===== config.mk =====
export PLATFORM = sky130hd
export DESIGN_NAME = mul_div_unit
export DESIGN_NICKNAME = d
export VERILOG_FILES = /design/src/rtl/mul_div_unit.sv
export SDC_FILE = /design/constraint.sdc
export NUM_CORES = 1
export LEC_CHECK = 0
export CAP_MARGIN = 20
export CORE_MARGIN = 3
export CORE_UTILIZATION = 45
export DETAILED_ROUTE_END_ITERATION = 16
export PLACE_DENSITY = 0.68
export SETUP_SLACK_MARGIN = 0.05
export SLEW_MARGIN = 20
export SYNTH_ARGS = -nofsm -noshare
export SYNTH_HDL_FRONTEND = slang
export SYNTH_SLANG_ARGS = --single-unit

===== constraint.sdc =====
create_clock -name clk -period 4.59 [get_ports clk]
set_clock_uncertainty 0.1 [all_clocks]
set_input_delay 0.918 -clock clk [delete_from_list [all_inputs] [get_ports clk]]
set_output_delay 0.918 -clock clk [all_outputs]
set_load 0.03 [all_outputs]

===== src/rtl/mul_div_unit.sv =====
// mul_div_unit: iterative multi-cycle multiply/divide for the execute stage.
// Shift-add multiply (MUL low word / MULH high word) and restoring divide
// (DIV quotient / REM remainder). Fixed latency of WIDTH iterations, one
// operation in flight, result handed to the register-file write port.
// Optional feature: define MDU_SIGNED_EN to honour is_signed (sign/magnitude
// wrapper around the unsigned core). Without it all operations are unsigned.
module mul_div_unit #(
  parameter int WIDTH      = 32,
  parameter int REG_ADDR_W = 5
) (
  input  logic                  clk,
  input  logic                  reset,
  input  logic                  start,
  input  logic [1:0]            op,
  input  logic                  is_signed,
  input  logic                  flush,
  input  logic [WIDTH-1:0]      operand_a,
  input  logic [WIDTH-1:0]      operand_b,
  input  logic [REG_ADDR_W-1:0] rd_in,
  output logic                  busy,
  output logic                  done,
  output logic [WIDTH-1:0]      result,
  output logic [REG_ADDR_W-1:0] wr_reg,
  output logic                  wr_en
);

  localparam int CW = $clog2(WIDTH);
  localparam logic [CW-1:0] LAST = CW'(WIDTH - 1);

  localparam logic [1:0] OP_MUL  = 2'b00;
  localparam logic [1:0] OP_MULH = 2'b01;
  localparam logic [1:0] OP_DIV  = 2'b10;
  localparam logic [1:0] OP_REM  = 2'b11;

  typedef enum logic [1:0] {IDLE, RUN, DONE} state_t;

  state_t            state;
  logic [CW-1:0]     count;
  logic [1:0]        op_q;
  // Shared accumulator: multiply keeps {partial product, multiplier},
  // divide keeps {partial remainder, dividend/quotient}.
  logic [2*WIDTH-1:0] acc;
  logic [WIDTH-1:0]   opb_q;     // multiplicand or divisor magnitude
  logic               div_zero;

  // Operand magnitudes presented to the unsigned core at accept.
  logic [WIDTH-1:0]   a_mag;
  logic [WIDTH-1:0]   b_mag;

`ifdef MDU_SIGNED_EN
  logic neg_res;   // product / quotient must be negated
  logic neg_rem;   // remainder takes the dividend's sign
  logic a_neg;
  logic b_neg;

  // Sign detection and magnitude conversion of the incoming operands.
  always_comb begin
    a_neg = is_signed & operand_a[WIDTH-1];
    b_neg = is_signed & operand_b[WIDTH-1];
    a_mag = a_neg ? (~operand_a + 1'b1) : operand_a;
    b_mag = b_neg ? (~operand_b + 1'b1) : operand_b;
  end
`else
  logic unused_sign;
  assign unused_sign = is_signed;
  assign a_mag = operand_a;
  assign b_mag = operand_b;
`endif

  // One iteration of each algorithm, computed from the current accumulator.
  logic [WIDTH:0]     mul_sum;
  logic [2*WIDTH-1:0] mul_next;
  logic [WIDTH:0]     div_shift;
  logic [WIDTH:0]     div_diff;
  logic [2*WIDTH-1:0] div_next;
  logic [2*WIDTH-1:0] step_next;

  // Datapath step: shift-add for multiply, trial-subtract-restore for divide.
  always_comb begin
    // NOTE: every combinational output gets a default first so no path leaves it unassigned (no latch).
    mul_sum   = {1'b0, acc[2*WIDTH-1:WIDTH]} + (acc[0] ? {1'b0, opb_q} : '0);
    mul_next  = {mul_sum, acc[WIDTH-1:1]};
    div_shift = {acc[2*WIDTH-1:WIDTH], acc[WIDTH-1]};
    div_diff  = div_shift - {1'b0, opb_q};
    if (div_diff[WIDTH]) begin
      div_next = {div_shift[WIDTH-1:0], acc[WIDTH-2:0], 1'b0};
    end else begin
      div_next = {div_diff[WIDTH-1:0], acc[WIDTH-2:0], 1'b1};
    end
    step_next = op_q[1] ? div_next : mul_next;
  end

  // Final result selection from the last iteration, with sign fix-up.
  logic [2*WIDTH-1:0] prod;
  logic [WIDTH-1:0]   quot;
  logic [WIDTH-1:0]   rem;
  logic [WIDTH-1:0]   result_next;

  always_comb begin
    prod = step_next;
    quot = step_next[WIDTH-1:0];
    // With a zero divisor the core shifts the whole dividend into the
    // remainder, so only the quotient needs overriding.
    rem  = step_next[2*WIDTH-1:WIDTH];
`ifdef MDU_SIGNED_EN
    if (neg_res) begin
      prod = ~prod + 1'b1;
      quot = ~quot + 1'b1;
    end
    if (neg_rem) begin
      rem = ~rem + 1'b1;
    end
`endif
    if (div_zero) begin
      quot = '1;
    end
    case (op_q)
      OP_MUL:  result_next = prod[WIDTH-1:0];
      OP_MULH: result_next = prod[2*WIDTH-1:WIDTH];
      OP_DIV:  result_next = quot;
      OP_REM:  result_next = rem;
      default: result_next = '0;
    endcase
  end

  // Control FSM with registered outputs and iteration state.
  always_ff @(posedge clk or posedge reset) begin
    if (reset) begin
      state    <= IDLE;
      count    <= '0;
      op_q     <= '0;
      acc      <= '0;
      opb_q    <= '0;
      div_zero <= 1'b0;
      busy     <= 1'b0;
      done     <= 1'b0;
      wr_en    <= 1'b0;
      result   <= '0;
      wr_reg   <= '0;
`ifdef MDU_SIGNED_EN
      neg_res  <= 1'b0;
      neg_rem  <= 1'b0;
`endif
    end else begin
      // NOTE: sequential state uses non-blocking assignments so every flop samples pre-edge values.
      case (state)
        IDLE: begin
          done  <= 1'b0;
          wr_en <= 1'b0;
          if (start && !flush) begin
            state    <= RUN;
            busy     <= 1'b1;
            count    <= '0;
            op_q     <= op;
            acc      <= {{WIDTH{1'b0}}, a_mag};
            opb_q    <= b_mag;
            div_zero <= (operand_b == '0);
            wr_reg   <= rd_in;
`ifdef MDU_SIGNED_EN
            neg_res  <= a_neg ^ b_neg;
            neg_rem  <= a_neg;
`endif
          end
        end
        RUN: begin
          if (flush) begin
            state <= IDLE;
            busy  <= 1'b0;
          end else begin
            acc <= step_next;
            if (count == LAST) begin
              state  <= DONE;
              result <= result_next;
              done   <= 1'b1;
              wr_en  <= 1'b1;
            end else begin
              count <= count + 1'b1;
            end
          end
        end
        DONE: begin
          state <= IDLE;
          busy  <= 1'b0;
          done  <= 1'b0;
          wr_en <= 1'b0;
        end
        default: begin
          state <= IDLE;
          busy  <= 1'b0;
          done  <= 1'b0;
          wr_en <= 1'b0;
        end
      endcase
    end
  end

endmodule


* Word-level counts from Yosys, hierarchy flattened
Index checks and enable logic that the tools add are counted.
** Operators by class
- Eq/ne operators :: 11
- $add $sub $neg :: 3
- Reduce and logical (&&, ||, !) cells :: 14
- Mux-type cells :: 22
- Bitwise operators :: 1
** Operators with widths (number)
- 64-bit two-way mux :: 4
- 64-bit case mux with 2 select lines :: 1
- 32-bit case mux with 3 select lines :: 1
- 32-bit two-way mux :: 2
- 32-bit by 32-bit adder with 33-bit output :: 1
- 33-bit by 32-bit subtractor with 33-bit output :: 1
- 32-bit logical NOT :: 1
- 5-bit two-way mux :: 3
- 2-bit inequality test, second input constant :: 5
- 5-bit case mux with 2 select lines :: 1
- 2-bit AND reduction :: 4
- 2-bit two-way mux :: 3
- 3-bit AND reduction :: 2
- 5-bit by 1-bit adder with 5-bit output, second input constant :: 1
- 5-bit == test, second input constant :: 1
- 1-bit two-way mux :: 5
- 2-bit by 1-bit == test with 1-bit output, second input constant :: 2
- 2-bit == test, second input constant :: 2
- 2-bit logical NOT :: 2
- 2-bit case mux with 2 select lines :: 1
- 4-bit AND reduction :: 1
- 3-bit inequality test, second input constant :: 1
- 1-bit case mux with 2 select lines :: 1
- 2-bit nonzero test :: 1
- 4 further kinds :: 4
** Word-level totals
- Input port bits :: 76
- Output and inout port bits :: 40
- Register bits after elaboration :: 145

* Logic depth before layout (Yosys ltp)
- Word-level depth :: 5
- Mapped depth :: 16
- Mapped depth without buffers :: 15

* Worst setup path after synthesis
OpenSTA, ideal clock, no wires.
- Path type :: register to register
- Start :: reg acc[0]
- End :: reg result[25]
- Data required time :: 4.407 ns
- Period minus slack after synthesis :: 3.384 ns
- Data arrival time :: 3.201 ns
- Library setup time :: 0.083 ns
- Stages on the path, launching flop included :: 15
- Setup slack :: 1.206 ns
- Path through :: dfrtp_1 clkbuf_1 and2_1 ha_1 a21o_1 a211o_1 o21ai_0 o211ai_1 nor2_1 nor3_1 a2111oi_0 xnor2_1 mux2i_1 o221a_2 o21ai_0
** Between the ends
- Cells in the longest elaborated chain, start to end :: 4
** Ends and longest elaborated chain
- from (decl) :: RTL line 42 : logic [2*WIDTH-1:0] acc;
- from (signal assigned) :: RTL line 155 : acc <= {{WIDTH{1'b0}}, a_mag};
- from (signal assigned) :: RTL line 170 : acc <= step_next;
- 32-bit two-way mux :: RTL line 81 : mul_sum = {1'b0, acc[2*WIDTH-1:WIDTH]} + (acc[0] ? {1'b0, opb_q} : '0);
- 32-bit by 32-bit adder with 33-bit output :: RTL line 81
- 64-bit two-way mux :: RTL line 90 : step_next = op_q[1] ? div_next : mul_next;
- 32-bit case mux with 3 select lines :: RTL line 117 : case (op_q)
- to (signal assigned) :: RTL line 173 : result <= result_next;
- to (decl) :: RTL line 22 : output logic [WIDTH-1:0] result,
Every way passes these cells.
A chain may end at the register's enable or synchronous reset.

* Final worst setup path
- Start :: reg acc[0]
- End :: reg result[31]
** Between the ends
- Cells in the longest elaborated chain, start to end :: 5
** Ends and longest elaborated chain
- 32-bit two-way mux * :: RTL line 81
- 32-bit by 32-bit adder with 33-bit output * :: RTL line 81
- 64-bit two-way mux * :: RTL line 90
- 32-bit two-way mux :: RTL line 114 : if (div_zero) begin
- 32-bit case mux with 3 select lines * :: RTL line 117
Mark *: on every way between the ends. The rest lies on a longest branch, timed or not.

==> impl_metrics.json <==
{
  "start_util": 0.464,
  "routedWlPerCell_um": 18.8,
  "worstMarginPinSlew_ns": 1.08,
  "final_cell_count_no_fill": 1808,
  "critical_path_class": "reg2reg",
  "rr_endpoint": "result[31]",
  "synth_top_area_cell": "dfrtp_1",
  "synth_ff_type": "dfrtp_1",
  "yosys_warnings": 0,
  "std_cell_rows": 56,
  "final_cell_mix": "198 x nand2_1, 157 x a21oi_1, 153 x o21ai_0, 144 x dfrtp_1, 132 x nor2_1",
  "cts_tree": "built",
  "min_from": "result[22]",
  "finalHoldViolCount": 0,
  "drt-pass1-iter-count": 5,
  "cellInternalPower_mw": 3.88,
  "track_usage": 0.256,
  "cts_root_buf": "clkbuf_16",
  "fin_util": 0.551,
  "end_kind": "flip-flop",
  "htreeDepth": 4,
  "ctsHoldBuffers": 0,
  "rsz0062_at_grt": "no",
  "drcViolationCount": 0,
  "synth_xor_area_frac": 0.0404,
  "grt_max_degree": 68,
  "die_area_mm2": 0.0265,
  "slew_violations": 0,
  "netlist_area_mm2": 0.0111,
  "nFillCells": 2238,
  "cap_violations": 0,
  "synthMuxAreaShare": 0.0530,
  "cts_resized": 0,
  "layout_commonest_cell": "nand2_1",
  "yosysTopAreaCellShare": 0.328,
  "routed_via_density": 5.86,
  "ant_nets": 0,
  "hp-class": "reg2reg",
  "ys_ff_latch": 145,
  "whs_ns": 0.381,
  "overflow": 0,
  "yosys.area_share.adder": 0.0783,
  "die_h_um": 163,
  "yosysSeqAreaShare": 0.328,
  "comb_power_share": 0.548,
  "cp.required_ns": 4.85,
  "synth.distinct_cells": 66,
  "port_buffers": 114,
  "cp_max_fo": 12,
  "finalCriticalPeriod_ns": 4.28,
  "top_regs": "acc x64, opb_q x32, result x32",
  "place_ws_ns": 0.457,
  "max_slew_margin": 0.282,
  "clkTransAtPathRegs_ns": 0.08,
  "rrSetupSlack_ns": 0.31,
  "drive_gt1_frac": 0.0557,
  "fmax_mhz": 234,
  "grt_pass1_wl_mm": 54.1,
  "drt_iter0_markers": 895,
  "p_clk_frac": 0.199,
  "reg2reg_depth": 15,
  "synth_edf_count": 0,
  "synthArstFlopShare": 1.00,
  "leakage_nw": 5.86,
  "clockBufferDepth": 2,
  "power_density_mw_per_mm2": 560,
  "regMostFlops": "acc",
  "clock_latency_ns": 0.45,
  "die_w_um": 163,
  "syn_inst": 1400,
  "gp_congestion": 0.955,
  "outcome": "complete, no violations",
  "setup_tns_ns": 0,
  "worstHoldPathCells": 2,
  "syn_avg_cell_area_um2": 7.90,
  "nets": 1620,
  "ir_drop_mv": 0.234,
  "period_share": 0.933,
  "dpl.hpwl_mm": 24.8,
  "critPathLaunchType": "flip-flop",
  "vias": 10600,
  "clock-sinks": 145,
  "synth_top_family_by_area": "compound AO/OA/AOI/OAI gates",
  "cp.arrival_ns": 4.54,
  "grt_pass1_vias": 10000,
  "coreArea_mm2": 0.0238,
  "setup_viol": 0,
  "ios": 116,
  "syn_nets": 1544,
  "cts_setup_buffers": 0,
  "fin_ws_ns": 0.310,
  "timing.rr.start": "acc[0]",
  "swShare": 0.472,
  "cts_buffers": 17,
  "antenna_found_initial": 0,
  "synthTopCellsByArea": "dfrtp_1 33%, ha_1 7.5%, a21oi_1 7.1%, o21ai_0 6.9%, nand2_1 6.7%",
  "drt_wl_total_mm": 34.0,
  "synth-simple-area-share": 0.184,
  "area_growth_pct": 18.7,
  "dp_cells": 1776,
  "p_sw_mw": 3.47,
  "largest_reg_flops": 64,
  "power_frac_seq": 0.253,
  "antenna_cells": 0,
  "synth_compound_area_frac": 0.266,
  "holdPathEnd": "result[22]"
}
[cell families (layout without fill, tap and decap cells)]
logic type      after synthesis  after routing
mux                          56             56
simple gates                460            460
compound gates              481            481
xor+xnor                     51             51
fa+ha+maj                    68             68
flops                       145            145
buf+inv                     139            228
[per-layer routing]
| metal | GRT usage | vias to the layer above | share of wire |
|---|---|---|---|
| li1 | - | 5133 | - |
| met1 | 0.345 | 5068 | 0.44 |
| met2 | 0.425 | 331 | 0.48 |
| met3 | 0.0359 | 63 | 0.050 |
| met4 | 0.0857 | 0 | 0.029 |
| met5 | 0 | - | 0 |
[stage by stage]
stage | power [mW] | cell area [um^2]
2_1_floorplan | 4.78 | 11100
3_3_place_gp | 5.78 | 12500
3_5_place_dp | 5.83 | 12500
4_1_cts | 7.31 | 13100
5_1_grt | 7.87 | 13100
6_report | 7.35 | 13100
[cell usage after synthesis, types with 12 or more instances]
library cell / count
nand2_1: 198
a21oi_1: 157
o21ai_0: 153
dfrtp_1: 145
nor2_1: 133
ha_1: 66
clkbuf_1: 65
inv_1: 57
mux2i_1: 45
and2_1: 34
xnor2_1: 31
a21o_1: 30
o211ai_1: 23
xor2_1: 20
a211oi_1: 18
nand3_1: 17
o21a_1: 15
nand2b_1: 14
or3_1: 14
a31oi_1: 13
nor4_1: 12
[critical path, stage by stage (launching register included)]
cell	delay, ns
dfrtp_1	0.61
and2_1	0.20
ha_1	0.17
inv_1	0.06
fa_1	0.42
nand2b_1	0.18
a21oi_1	0.27
o21ai_0	0.24
o211ai_1	0.51
nor3b_1	0.15
o31ai_1	0.39
a21o_1	0.19
a21oi_1	0.07
o21ai_0	0.25
a31oi_1	0.19
a21oi_1	0.19
[worst max-delay path by stage]
stage,to,cells past startpoint,startpoint
6_report,result[31],15,acc[0]
5_1_grt,result[31],15,acc[0]
4_1_cts,result[31],15,acc[0]
3_5_place_dp,result[31],15,acc[0]
3_3_place_gp,result[31],15,acc[0]
2_1_floorplan,result[25],14,acc[0]
[layout make-up]
class / instances / area [um^2] / area share
clock buffers: 17 / 425 / 0.0324
clock inverters: 15 / 193 / 0.0147
repair buffers: 138 / 1360 / 0.104
inverters: 58 / 221 / 0.0169
well taps: 319 / 399 / 0.0304
multi-input cells: 1116 / 6890 / 0.525
flip-flops and latches: 145 / 3630 / 0.277
[power groups by stage]
stage / clock [mW] / combinational [mW] / sequential (mW)
floorplan: 0 / 3.01 / 1.77
detailed placement: 0 / 3.96 / 1.88
global route: 1.53 / 4.45 / 1.90
CTS: 1.46 / 3.99 / 1.86
global placement: 0 / 3.90 / 1.87
finish: 1.46 / 4.03 / 1.86
Note: power is estimated with default switching activity, not from simulation.
